<file path="src/rtl/alu_pkg.sv">
// alu_pkg: shared select encodings, operand width and types for the ALU board input stage.
package alu_pkg;

    localparam int unsigned OPND_W = 4;

    typedef enum logic [1:0] {
        ALU_ADD = 2'b00,
        ALU_SUB = 2'b01,
        ALU_AND = 2'b10,
        ALU_OR  = 2'b11
    } alu_sel_e;

    typedef enum logic [0:0] {
        COLLECT = 1'b0,
        ISSUE   = 1'b1
    } alu_state_e;

    typedef struct packed {
        logic [OPND_W-1:0] a;
        logic [OPND_W-1:0] b;
        alu_sel_e          sel;
    } alu_op_t;

endpackage

</file>
<file path="src/rtl/btn_debounce.sv">
// btn_debounce: 2-FF synchronizer, debounce counter and registered rising-edge pulse for one button.
// ALU_IN_DEBOUNCE_EN selects the counter; without it the level follows the synchronizer directly.
module btn_debounce #(
    parameter int unsigned DEBOUNCE_CYCLES = 500000,
    parameter int unsigned CNT_W           = 20
) (
    input  logic clk,
    input  logic rst_n,
    input  logic raw,
    output logic press,
    output logic level
);

    logic [1:0] sync;
    logic       level_d;

    always_ff @(posedge clk) begin
        if (!rst_n) begin
            sync <= '0;
        end else begin
            sync <= {sync[0], raw};
        end
    end

    // Configurations the counter cannot represent elaborate nothing extra here.
    if (CNT_W < 1 || DEBOUNCE_CYCLES < 2) begin : g_cfg_illegal
    end

`ifdef ALU_IN_DEBOUNCE_EN
    localparam logic [CNT_W-1:0] CNT_LAST = CNT_W'(DEBOUNCE_CYCLES - 1);

    logic [CNT_W-1:0] cnt;

    // Count consecutive disagreements; flipping on the last one also clears the
    // count, so it never passes CNT_LAST and cannot wrap.
    always_ff @(posedge clk) begin
        if (!rst_n) begin
            cnt   <= '0;
            level <= 1'b0;
        end else if (sync[1] == level) begin
            cnt <= '0;
        end else if (cnt == CNT_LAST) begin
            cnt   <= '0;
            level <= sync[1];
        end else begin
            cnt <= cnt + 1'b1;
        end
    end
`else
    assign level = sync[1];
`endif

    always_ff @(posedge clk) begin
        if (!rst_n) begin
            level_d <= 1'b0;
            press   <= 1'b0;
        end else begin
            level_d <= level;
            press   <= level & ~level_d;
        end
    end

endmodule

</file>
<file path="src/rtl/alu_input_ctrl.sv">
// alu_input_ctrl: captures operands/select from debounced buttons and issues one ALU op via valid/ready.
// ALU_IN_DEBOUNCE_EN enables real debounce counters; undefined gives a 3-cycle fast-sim press path.
module alu_input_ctrl
    import alu_pkg::*;
#(
    parameter int unsigned DEBOUNCE_CYCLES = 500000,
    parameter int unsigned CNT_W           = 20
) (
    input  logic              clk,
    input  logic              rst_n,
    input  logic              push1,
    input  logic              push2,
    input  logic              push3,
    input  logic [OPND_W-1:0] no,
    output logic [OPND_W-1:0] a_out,
    output logic [OPND_W-1:0] b_out,
    output logic [1:0]        sel_out,
    output logic              op_valid,
    input  logic              op_ready,
    output logic              err
);

    localparam int NUM_BTN = 3;

    logic [NUM_BTN-1:0] raw_btn;
    logic [NUM_BTN-1:0] press;
    // Debounced levels are exported by the button block for board debug; unused here.
    logic [NUM_BTN-1:0] btn_lvl_unused;

    assign raw_btn = {push3, push2, push1};

    for (genvar i = 0; i < NUM_BTN; i++) begin : g_btn
        btn_debounce #(
            .DEBOUNCE_CYCLES(DEBOUNCE_CYCLES),
            .CNT_W          (CNT_W)
        ) u_db (
            .clk  (clk),
            .rst_n(rst_n),
            .raw  (raw_btn[i]),
            .press(press[i]),
            .level(btn_lvl_unused[i])
        );
    end

    logic [1:0][OPND_W-1:0] no_sync;
    logic [OPND_W-1:0]      no_s;

    always_ff @(posedge clk) begin
        if (!rst_n) begin
            no_sync <= '0;
        end else begin
            no_sync <= {no_sync[0], no};
        end
    end

    assign no_s = no_sync[1];

    alu_state_e        state;
    logic [OPND_W-1:0] a_reg;
    logic [OPND_W-1:0] b_reg;
    logic              a_ok;
    logic              b_ok;
    logic              err_q;
    alu_op_t           op_q;

    always_ff @(posedge clk) begin
        if (!rst_n) begin
            state <= COLLECT;
            a_reg <= '0;
            b_reg <= '0;
            a_ok  <= 1'b0;
            b_ok  <= 1'b0;
            err_q <= 1'b0;
            op_q  <= '0;
        end else begin
            case (state)
                COLLECT: begin
                    if (press[0]) begin
                        a_reg <= no_s;
                        a_ok  <= 1'b1;
                    end
                    // push1 outranks push2, both outrank push3; losers only flag err.
                    if (press[1]) begin
                        if (press[0]) begin
                            err_q <= 1'b1;
                        end else begin
                            b_reg <= no_s;
                            b_ok  <= 1'b1;
                        end
                    end
                    if (press[2]) begin
                        if (press[0] || press[1] || !(a_ok && b_ok)) begin
                            err_q <= 1'b1;
                        end else begin
                            op_q  <= '{a: a_reg, b: b_reg, sel: alu_sel_e'(no_s[1:0])};
                            state <= ISSUE;
                        end
                    end
                end
                ISSUE: begin
                    if (|press) begin
                        err_q <= 1'b1;
                    end
                    if (op_ready) begin
                        state <= COLLECT;
                    end
                end
                default: state <= COLLECT;
            endcase
        end
    end

    assign a_out    = op_q.a;
    assign b_out    = op_q.b;
    assign sel_out  = op_q.sel;
    assign op_valid = (state == ISSUE);
    assign err      = err_q;

endmodule
</file>
<file path="config.mk">
export PLATFORM = sky130hd
export DESIGN_NAME = alu_input_ctrl
export DESIGN_NICKNAME = d
export VERILOG_FILES = /design/src/rtl/alu_pkg.sv /design/src/rtl/btn_debounce.sv /design/src/rtl/alu_input_ctrl.sv
export SDC_FILE = /design/constraint.sdc
export NUM_CORES = 1
export LEC_CHECK = 0
export CORE_UTILIZATION = 25
export CTS_BUF_LIST = sky130_fd_sc_hd__clkbuf_8 sky130_fd_sc_hd__clkbuf_16
export DETAILED_ROUTE_END_ITERATION = 10
export GPL_TIMING_DRIVEN = 0
export PLACE_DENSITY = 0.49
export SYNTH_ARGS = -nofsm -noshare
export SYNTH_HDL_FRONTEND = slang
export SYNTH_HIERARCHICAL = 1
export SYNTH_SLANG_ARGS = --single-unit
</file>
<file path="constraint.sdc">
create_clock -name clk -period 1.67 [get_ports clk]
set_input_delay 0.2505 -clock clk [delete_from_list [all_inputs] [get_ports clk]]
set_output_delay 0.2505 -clock clk [all_outputs]
set_load 0.005 [all_outputs]
</file>
Yosys cells after proc, flatten, opt, wreduce, memory -nomap -nowiden:

Index checks and enable logic that the tools add are counted.

* bitwise gates (word level): 9
* equality and inequality tests: 1
* reduce and logical (&&, ||, !) cells: 8
* mux-type cells: 10

Operators with widths (count)
* 2-to-1 mux 1 bit: 8
* NOT 1 bit: 6
* AND reduction 3 bit: 2
* case mux 1 bit (2 select lines): 2
* bitwise AND 1 bit: 3
* OR reduction 3 bit: 1
* logical OR 1 bit: 2
* != test 2 x 1 -> 1 bit (second input constant): 1
* AND reduction 2 bit: 1
* logical AND 1 bit: 1
* logical NOT 1 bit: 1

* flip-flop bits (word level): 42
* word-level logic and storage cells: 48
* output and inout bits: 12
* input bits: 10

Longest topological paths before layout:

Gate-level depths: netlist (run 1).

* word-level depth: 6
* gate-level depth with buffers: 4
* depth with buffers taken out: 3

Hierarchy:

Netlist (run 1), hierarchy kept.

Modules (own cells, without submodules)
* alu_input_ctrl: area each 1104.8 sq um, instances 1, cells each 104, sequential area each 600.6 sq um
* btn_debounce: area each 111.4 sq um, instances 3, cells each 8, sequential area each 80.1 sq um

Worst setup path after synthesis (run 1):

OpenSTA, ideal clock, no wires.

* path type: register to register
* from: register state (netlist: op_valid)
* to: register op_q (netlist bit a_out[0])
* stages on the path, launching flop included: 4
* setup time: 72 ps
* buffers on the path: 1
* clock period less this slack: 1153 ps
* slack: 517 ps
* data arrival time: 1081 ps
* data required time: 1598 ps
* cells stage by stage: dfxtp_1 -> nor4_4 -> buf_6 -> mux2i_1

* word-level cells in the longest chain between the ends: 2

Ends and longest elaborated chain
* from (decl): line alu_input_ctrl.sv:58 `alu_state_e state;`
* from (signal assigned): line alu_input_ctrl.sv:68 `state <= COLLECT;`
* from (signal assigned): line alu_input_ctrl.sv:96 `state <= ISSUE;`
* from (signal assigned): line alu_input_ctrl.sv:105 `state <= COLLECT;`
* NOT 1 bit (no line)
* AND reduction 3 bit (no line)
* to (signal assigned): line alu_input_ctrl.sv:95 `op_q <= '{a: a_reg, b: b_reg, sel: alu_sel_e'(no_s[1:0])};`
* to (decl): line alu_input_ctrl.sv:64 `alu_op_t op_q;`

No other way between the ends.
A chain may end at the register's enable or synchronous reset.

Final worst setup path (run 1):

* from: register state (netlist: op_valid)
* to: output port op_valid

RTL lines
* to (decl): line alu_input_ctrl.sv:18 `output logic op_valid,`

No word-level cell between the ends.

==> impl_metrics.json, run 1 <==
{
  "rsz0062_at_grt": "false",
  "overflow": 0,
  "slew_headroom_pct": 69.03,
  "syn_area_um2": 1439,
  "holdCritStartpoint": "no_sync[2]$_SDFF_PN0_",
  "path_buf_inv": 1,
  "fin_nets": 166,
  "drive_gt1_share_pct": 12.90,
  "critPathRequiredTime_ns": 1.42,
  "io_pins": 22,
  "max_freq_ghz": 0.6626,
  "dp_slack_ns": -0.09043,
  "synth_top_cell_by_area": "dfxtp_1",
  "worstPathCellList": "clkdlybuf4s50_1",
  "die_width_um": 77.87,
  "grtUsageTotal_pct": 8.574,
  "ir_drop_v": 0.0004048,
  "period_needed_ns": 1.509,
  "grt_max_degree": 18,
  "final_max_slew_viol_count": 0,
  "area_delta_synth_final_pct": 26.70,
  "fin_skew_ns": 0.004596,
  "yosys_warnings": 6,
  "port_buffers": 21,
  "route.detailed.drc": 0,
  "routed_via_density": 3.996,
  "coreArea_um2": 5540,
  "ctsHoldBuffers": 0,
  "drt_iter0_drc": 49,
  "htree_levels": 2,
  "startpoint_type": "flip-flop",
  "power.density_nw_per_um2": 949.6,
  "initial_utilization_pct": 25.97,
  "cts-root-buf": "clkbuf_8",
  "r2r-start": "b_ok$_SDFFE_PN0P_",
  "ys_seq_area_share_pct": 58.43,
  "max-cap-violations": 0,
  "leakagePower_uw": 0.0006289,
  "critical-path-top-delay-family": "buffers and inverters",
  "ys_types": 17,
  "synthCells": 128,
  "grt_pass1_wl_um": 3912,
  "syn-mean-instance-area_um2": 11.24,
  "critPathArrivalTime_ns": 1.26,
  "synthTopCellsByArea": "dfxtp_1, mux2i_1, nand2_1",
  "largest_reg_flops": 6,
  "die_h_um": 77.87,
  "min_path_type": "flip-flop to flip-flop",
  "worst_slack_ns": 0.1609,
  "synth_top_area_share_pct": 58.43,
  "fin_crit_sh_pct": 90.37,
  "outcome": "completed",
  "antenna_found_initial": 0,
  "gp_congestion": 0.6789,
  "finalSetupViolations": 0,
  "cts_sinks": 42,
  "crit_path_max_fanout": 7,
  "cts_max_path_buffers": 2,
  "clock_latency_ns": 0.28,
  "clk_pin_slew_ns": 0.07,
  "critPathCaptureType": "output pin",
  "dieArea_um2": 6063,
  "yosys_register_bits": 42,
  "crit_type": "flip-flop to output pin",
  "synth_nets": 138,
  "tritoncts": "done",
  "regMostFlops": "g_btn.u_db/sync",
  "power_uw": 1731,
  "drt_pass1_iterations": 4,
  "slowest_delay_ns": 0.54,
  "hpwl_um": 1671,
  "finalWirelength_um": 2334,
  "antenna_cells": 0,
  "std_cell_rows": 27,
  "vias": 907,
  "worstMarginPinSlew_ns": 0.4645,
  "finalHoldViolations": 0,
  "wl_per_cell_um": 10.28,
  "numCtsBuffers": 5,
  "grt_pass1_vias": 849,
  "slowest_stage": "clkdlybuf4s50_1",
  "startpoint": "op_valid$_SDFF_PN0_",
  "drtAntennaViolNets": 0
}
routing by layer:
layer / vias to the layer above / routed length, um / track usage, %
li1: 465 / - / -
met1: 412 / 1131 / 10.06
met2: 24 / 1014 / 13.10
met3: 6 / 139 / 3.765
met4: 0 / 48 / 4.528
met5: - / 0 / 0
synthesized netlist by cell type:
library cell  number
o21a_1             3
nand2b_1           1
buf_6              1
o21ai_1            2
nand2_1           22
clkbuf_1           4
nor4_4             1
nor4_1             1
mux2i_1           18
dfxtp_1           42
and3b_1            3
nor3b_4            1
maj3_1             1
buf_4              1
nor2b_1           10
and2_1             8
and2_2             9
per-stage QoR:
stage | instances | util [%] | hold slack (ns) | cell area, um^2 | setup TNS [ns]
after floorplan | 128 | - | 0.3778 | 1439 | 0
after global placement | 221 | 31.39 | 0.4177 | 1739 | -0.4202
after detailed placement | 221 | 31.39 | 0.4231 | 1739 | -0.5826
after CTS | 227 | 32.88 | 0.4405 | 1822 | 0
after global routing | 227 | 32.90 | 0.4492 | 1823 | 0
final | 227 | 32.90 | 0.4356 | 1823 | 0
cell type report:
class	instances	area (um^2)
buffer	6	33.78
sequential	42	842.1
fill	583	3717
clock buffer	6	82.58
multi-input combinational	80	564.3
tap	72	90.09
timing repair buffer	21	210.2
worst paths after layout:
path	to	slack (ns)	cells past startpoint
setup / recovery	op_valid	0.16	1
hold / removal	no_s[2]$_SDFF_PN0_	0.44	1
setup reg to reg	b_out[1]$_SDFFE_PN0P_	0.42	4
hold reg to reg	no_s[2]$_SDFF_PN0_	0.44	1
cells by family after synthesis:
group / synth area share [%]
mux: 12.52
simple gates: 23.74
fa+ha+maj: 0.6957
flops: 58.44
buf+inv: 2.348
compound gates: 2.261
power breakdown:
| group | total, uW | internal (uW) | leakage, uW | switching [uW] |
|---|---|---|---|---|
| Sequential | 1030 | 1020 | 0.000343 | 9.95 |
| Combinational | 71.5 | 43.1 | 0.000243 | 28.4 |
| Clock | 625 | 319 | 0.0000431 | 306 |
what timing repair did:
item,4_1_cts,5_1_grt
buffers inserted,0,0
setup endpoints to repair,0,1
endpoints found under the hold margin,0,0
gates resized for setup,0,1
cells in the final DEF (no fill, tap or decap), drive strengths merged:
master	synthesis	layout
nand2b	1	1
buf	2	2
mux2i	18	18
clkbuf	4	10
nor2b	10	10
clkdlybuf4s50	0	21
o21ai	2	2
and3b	3	3
o21a	3	3
and2	17	17
nor3b	1	1
nand2	22	22
maj3	1	1
dfxtp	42	42
nor4	2	2
Note: power is estimated with default switching activity, not from simulation.
==> inputs of run 2 (changes only) <==
CAP_MARGIN = 20   (was unset)
==> results of run 2 <==
The final DEF is identical to that of run 1; final timing and power are the same.
